**src/rtl/rps_player.sv**
```systemverilog
// Rock-paper-scissors player agent for one referee port: picks a move per go
// request by the selected strategy, pulses r/p/s, then scores the round.
module rps_player #(
    parameter int unsigned THINK_CYCLES = 2,
    parameter int unsigned RESULT_WIN   = 4,
    parameter int unsigned CNT_W        = 8,
    parameter logic [15:0] LFSR_SEED    = 16'hACE1
) (
    input  logic             clk,
    input  logic             rst,
    input  logic             go,
    input  logic             score,
    input  logic             dut_busy,
    input  logic [1:0]       mode,
    input  logic [1:0]       fixed_move,
    output logic             r,
    output logic             p,
    output logic             s,
    output logic [CNT_W-1:0] wins,
    output logic [CNT_W-1:0] rounds,
    output logic             busy,
    output logic             proto_err
);

    typedef enum logic [1:0] {
        IDLE  = 2'd0,
        THINK = 2'd1,
        PLAY  = 2'd2,
        WAIT  = 2'd3
    } state_t;

    localparam logic [1:0]       MOVE_R     = 2'd0;
    localparam logic [1:0]       MOVE_P     = 2'd1;
    localparam logic [1:0]       MOVE_S     = 2'd2;
    localparam logic [3:0]       THINK_LOAD = 4'(THINK_CYCLES);
    localparam logic [3:0]       WIN_LOAD   = 4'(RESULT_WIN);
    localparam logic [CNT_W-1:0] CNT_MAX    = {CNT_W{1'b1}};
    localparam logic [CNT_W-1:0] CNT_ONE    = {{(CNT_W-1){1'b0}}, 1'b1};

    function automatic logic [1:0] succ_move(input logic [1:0] m);
        case (m)
            MOVE_R:  succ_move = MOVE_P;
            MOVE_P:  succ_move = MOVE_S;
            default: succ_move = MOVE_R;
        endcase
    endfunction

    // Fibonacci LFSR, taps 16,14,13,11, shifting toward the MSB.
    function automatic logic [15:0] lfsr_next(input logic [15:0] l);
        lfsr_next = {l[14:0], l[15] ^ l[13] ^ l[12] ^ l[10]};
    endfunction

    function automatic logic [1:0] lfsr_move(input logic [15:0] l);
        case (l[1:0])
            2'd0:    lfsr_move = MOVE_R;
            2'd1:    lfsr_move = MOVE_P;
            2'd2:    lfsr_move = MOVE_S;
            default: lfsr_move = l[2] ? MOVE_P : MOVE_S;
        endcase
    endfunction

    function automatic logic [2:0] move_onehot(input logic [1:0] m);
        case (m)
            MOVE_R:  move_onehot = 3'b100;
            MOVE_P:  move_onehot = 3'b010;
            MOVE_S:  move_onehot = 3'b001;
            default: move_onehot = 3'b100;
        endcase
    endfunction

    function automatic logic [CNT_W-1:0] sat_inc(input logic [CNT_W-1:0] v);
        if (v == CNT_MAX) begin
            sat_inc = v;
        end else begin
            sat_inc = v + CNT_ONE;
        end
    endfunction

    function automatic logic [1:0] pick_move(input logic [1:0]  md,
                                             input logic [1:0]  fx,
                                             input logic [1:0]  last,
                                             input logic        last_won,
                                             input logic [15:0] l);
        case (md)
            2'd0:    pick_move = (fx == 2'd3) ? MOVE_R : fx;
            2'd1:    pick_move = succ_move(last);
            2'd2:    pick_move = lfsr_move(l);
            default: pick_move = last_won ? last : succ_move(last);
        endcase
    endfunction

    state_t           state_r, state_s;
    logic [3:0]       cnt_r, cnt_s;
    logic [1:0]       next_move_r, next_move_s;
    logic [1:0]       last_move_r, last_move_s;
    logic             last_won_r, last_won_s;
    logic             won_r, won_s;
    logic             won_now_s;
    logic [15:0]      lfsr_r, lfsr_s;
    logic [2:0]       pulse_r, pulse_s;
    logic [CNT_W-1:0] wins_r, wins_s;
    logic [CNT_W-1:0] rounds_r, rounds_s;
    logic             busy_r;
    logic             proto_err_r, proto_err_s;

    // Next-state and datapath decode; the move pulse is registered on entry to PLAY.
    always_comb begin
        state_s     = state_r;
        cnt_s       = cnt_r;
        next_move_s = next_move_r;
        last_move_s = last_move_r;
        last_won_s  = last_won_r;
        won_s       = won_r;
        lfsr_s      = lfsr_r;
        pulse_s     = 3'b000;
        wins_s      = wins_r;
        rounds_s    = rounds_r;
        proto_err_s = proto_err_r;
        won_now_s   = won_r | score;

        if (go && (state_r != IDLE)) begin
            proto_err_s = 1'b1;
        end else begin
            proto_err_s = proto_err_r;
        end

        case (state_r)
            IDLE: begin
                if (go) begin
                    state_s     = THINK;
                    cnt_s       = THINK_LOAD;
                    next_move_s = pick_move(mode, fixed_move, last_move_r, last_won_r, lfsr_r);
                    lfsr_s      = lfsr_next(lfsr_r);
                end else begin
                    state_s = IDLE;
                end
            end
            THINK: begin
                // A count of 0 or 1 both mean this is the last thinking cycle.
                if (cnt_r > 4'd1) begin
                    cnt_s = cnt_r - 4'd1;
                end else if (!dut_busy) begin
                    cnt_s   = 4'd0;
                    state_s = PLAY;
                    pulse_s = move_onehot(next_move_r);
                end else begin
                    cnt_s   = 4'd0;
                    state_s = THINK;
                end
            end
            PLAY: begin
                rounds_s    = sat_inc(rounds_r);
                last_move_s = next_move_r;
                state_s     = WAIT;
                cnt_s       = WIN_LOAD;
                won_s       = 1'b0;
            end
            WAIT: begin
                if (cnt_r > 4'd1) begin
                    cnt_s = cnt_r - 4'd1;
                    won_s = won_now_s;
                end else begin
                    state_s    = IDLE;
                    cnt_s      = 4'd0;
                    won_s      = 1'b0;
                    last_won_s = won_now_s;
                    wins_s     = won_now_s ? sat_inc(wins_r) : wins_r;
                end
            end
            default: begin
                state_s = IDLE;
                cnt_s   = 4'd0;
            end
        endcase
    end

    // State and output registers with synchronous reset.
    always_ff @(posedge clk) begin
        if (rst) begin
            state_r     <= IDLE;
            cnt_r       <= 4'd0;
            next_move_r <= MOVE_R;
            last_move_r <= MOVE_R;
            last_won_r  <= 1'b0;
            won_r       <= 1'b0;
            lfsr_r      <= LFSR_SEED;
            pulse_r     <= 3'b000;
            wins_r      <= {CNT_W{1'b0}};
            rounds_r    <= {CNT_W{1'b0}};
            busy_r      <= 1'b0;
            proto_err_r <= 1'b0;
        end else begin
            state_r     <= state_s;
            cnt_r       <= cnt_s;
            next_move_r <= next_move_s;
            last_move_r <= last_move_s;
            last_won_r  <= last_won_s;
            won_r       <= won_s;
            lfsr_r      <= lfsr_s;
            pulse_r     <= pulse_s;
            wins_r      <= wins_s;
            rounds_r    <= rounds_s;
            busy_r      <= (state_s != IDLE);
            proto_err_r <= proto_err_s;
        end
    end

    assign r         = pulse_r[2];
    assign p         = pulse_r[1];
    assign s         = pulse_r[0];
    assign wins      = wins_r;
    assign rounds    = rounds_r;
    assign busy      = busy_r;
    assign proto_err = proto_err_r;

endmodule

```
**config.mk**
```make
export PLATFORM = sky130hd
export DESIGN_NAME = rps_player
export DESIGN_NICKNAME = d
export VERILOG_FILES = /design/src/rtl/rps_player.sv
export SDC_FILE = /design/constraint.sdc
export NUM_CORES = 1
export LEC_CHECK = 0
export ABC_AREA = 1
export BUFFER_PORTS_ARGS = -buffer_cell sky130_fd_sc_hd__buf_2
export CORE_MARGIN = 3
export CORE_UTILIZATION = 29
export DETAILED_ROUTE_END_ITERATION = 7
export SYNTH_ARGS = -nofsm -noshare
export SYNTH_HDL_FRONTEND = slang
export SYNTH_SLANG_ARGS = --single-unit
```
**constraint.sdc**
```tcl
create_clock -name clk -period 1.9 [get_ports clk]
set_clock_uncertainty 0.1 [all_clocks]
set_input_delay 0.095 -clock clk [delete_from_list [all_inputs] [get_ports clk]]
set_output_delay 0.095 -clock clk [all_outputs]
set_load 0.01 [all_outputs]
```
==> results_dict.tcl <==
set metrics [dict create \
    drt_wl_total_um 4930 \
    whs_ns 0.0548 \
    powerDensity_nw_per_um2 812 \
    grt_pass1_vias 1971 \
    syn_avg_cell_area_sq_um 6.95 \
    period_minus_slack_ns 1.55 \
    async_reset_ff_share_pct 0 \
    critPathMaxFanout 4 \
    clkTransAtPathRegs_ns 0.09 \
    die_x_um 96.4 \
    grt_pass1_wl_um 8690 \
    nets 389 \
    final_max_slew_viol_count 0 \
    synth_area_leaders "dfxtp_1 (41%), nand2_1 (13%), nor2_1 (7.9%), nand3_1 (6.3%), inv_1 (5.7%)" \
    portBuffers 29 \
    end_kind "flip-flop" \
    tightestPinTransition_ns 0.519 \
    hp-class "in -> reg" \
    grtUsageMet1_pct 15.1 \
    cap_violations 0 \
    cts_tree "done" \
    status "complete, no violations" \
    start_kind "flip-flop" \
    place_congestion 0.820 \
    avgRoutedWirePerCell_um 10.3 \
    drt-initial-drc-count 85 \
    syn_nets 356 \
    grt_max_degree 21 \
    grt.overflow.total 0 \
    numClockSinks 49 \
    arrival_ns 1.69 \
    antenna_found_initial 0 \
    htree_levels 2 \
    critPathKind "reg -> reg" \
    cp.required_ns 2.04 \
    die_y_um 96.4 \
    tns_ns 0 \
    num_vias 2130 \
    cts_setup_buffers 0 \
    fp-row-count 32 \
    ant_nets 0 \
    use_met3_pct 2.79 \
    yosysSeqAreaShare_pct 41.4 \
    yosysWarningCount 0 \
    top_usage_layer "met2" \
    synthFlopType "dfxtp_1" \
    cts_buffer_depth 2 \
    numCtsBuffers 5 \
    drc 0 \
    synth_edf_count 0 \
    fill_cells 878 \
    max-vdd-ir-drop_uv 363 \
    antenna_cells 0 \
    syn_area_sq_um 2370 \
    io-pin-count 30 \
    rsz0062_at_grt "no" \
    fmax_mhz 645 \
    dpl.hpwl_um 3720 \
    clk_latency_ns 0.29 \
    hold_viol 0 \
    start_util_pct 30.2 \
    synth_top_area_share_pct 41.4 \
    yosysTopAreaCell "dfxtp_1" \
    coreArea_sq_um 7850 \
    ys_seq_elements 49 \
    setup-violations-final 0 \
    cts.repair.resized 0 \
    use_met2_pct 19.6 \
    slew_headroom_pct 65.4 \
    first_pass_iters 4 \
    postSynthCellCount 341 \
    clockRootBuffer "clkbuf_8" \
    area_delta_synth_final_pct 15.8 \
    die_area_sq_um 9300 \
    synth_cell_type_count 28 \
    drive_above_1_share_pct 15.2 \
    period_share_pct 81.6 \
    gr-usage-all-layers_pct 11.7 \
    p_leak_nw 1.20 \
    viasPerCell 4.47 \
]
[placed cells by master (no fill, tap or decap)]
master and count:
a21oi_4 1, nor2_2 3, o21bai_1 1, dfxtp_1 49, nor2_4 4, nand3_2 1
nor2_1 50, o21ai_0 16, inv_2 5, nand3_1 30, nand3b_1 1, nand3_4 1
clkbuf_8 5, buf_12 1, nand2_1 83, a21oi_1 21, o21ai_1 6, clkinvlp_4 2
xnor2_1 1, buf_4 2, nor3_1 4, ha_1 6, nand2b_1 2, o21a_1 1
xor2_1 6, buf_2 29, inv_1 36, a31oi_1 1, dlygate4sd3_1 1, nand4_1 2
nand2_4 1, nand2_2 2, clkbuf_1 1
[critical path, cell delays in order (launching register included)]
cell,delay [ns]
dfxtp_1,0.31
inv_1,0.11
ha_1,0.22
inv_1,0.05
nand2_1,0.07
nand2_1,0.11
nor3_1,0.24
nand3_1,0.17
nor2_1,0.12
[registers in the layout, summed over array words and instances (netlist names)]
name	flops
lfsr_r	16
rounds	8
wins	8
cnt_r	4
pulse_r	3
last_move_r	2
next_move_r	2
state_r	2
busy	1
last_won_r	1
proto_err	1
won_r	1
[final timing paths]
check | end | depth (start not counted) | start | slack (ns)
worst max register to register | pulse_r[1] | 8 | cnt_r[1] | 0.35
worst min-delay path | pulse_r[2] | 4 | dut_busy | 0.05
worst min register to register | lfsr_r[5] | 2 | lfsr_r[4] | 0.36
worst max-delay path | pulse_r[1] | 8 | cnt_r[1] | 0.35
[final cells by class]
type	instances	area [sq um]	share of cell area [%]
clock buffers	6	72.6	2.64
clock inverters	2	15.0	0.547
inverters	41	154	5.60
multi-input cells	244	1210	43.9
flip-flops and latches	49	981	35.7
well taps	102	128	4.65
repair buffers	33	190	6.92
[metrics by stage]
| stage | cells | util (%) | instance area (sq um) | power, mW | worst slack [ns] |
|---|---|---|---|---|---|
| final | 477 | 35.0 | 2750 | 2.23 | 0.349 |
| after global routing | 477 | 35.0 | 2750 | 2.40 | 0.103 |
| after CTS | 477 | 35.0 | 2750 | 2.27 | 0.345 |
| after detailed placement | 468 | 33.8 | 2650 | 1.65 | 0.369 |
| after global placement | 468 | 33.8 | 2650 | 1.64 | 0.415 |
| after floorplan | 341 | - | 2370 | 1.54 | 0.491 |
[metal layers]
metal	share of wire [%]	vias to the layer above
met5	0	-
met4	0.91	0
met3	4.1	4
met2	47	34
met1	48	950
li1	-	1142
[cell families after synthesis]
group | after synthesis | share of synthesized area (%)
flops | 49 | 41.4
fa+ha+maj | 6 | 3.17
compound gates | 47 | 10.7
xor+xnor | 7 | 2.59
buf+inv | 48 | 7.76
simple gates | 184 | 34.5
[power breakdown]
part | internal [mW] | switching [mW] | leakage [nW] | total [mW]
combinational | 0.167 | 0.276 | 0.765 | 0.443
sequential | 1.12 | 0.0636 | 0.401 | 1.18
clock | 0.260 | 0.344 | 0.0374 | 0.604
total | 1.55 | 0.683 | 1.20 | 2.23
[synthesized netlist by cell type (2+ instances only)]
library cell,count
nand3_1,30
buf_2,3
a21oi_1,21
nor3_1,4
inv_2,5
o21ai_0,16
xor2_1,6
nor2_4,4
nand4_1,2
nor2_2,3
clkbuf_1,4
nand2b_1,2
nor2_1,50
nand2_1,83
dfxtp_1,49
inv_1,36
ha_1,6
o21ai_1,6
nand2_2,2
[timing repair]
action	CTS	global route
endpoints found under the hold margin	1	0
hold buffers	1	0
setup endpoints to repair	0	0
Note: power is estimated with default switching activity, not from simulation.
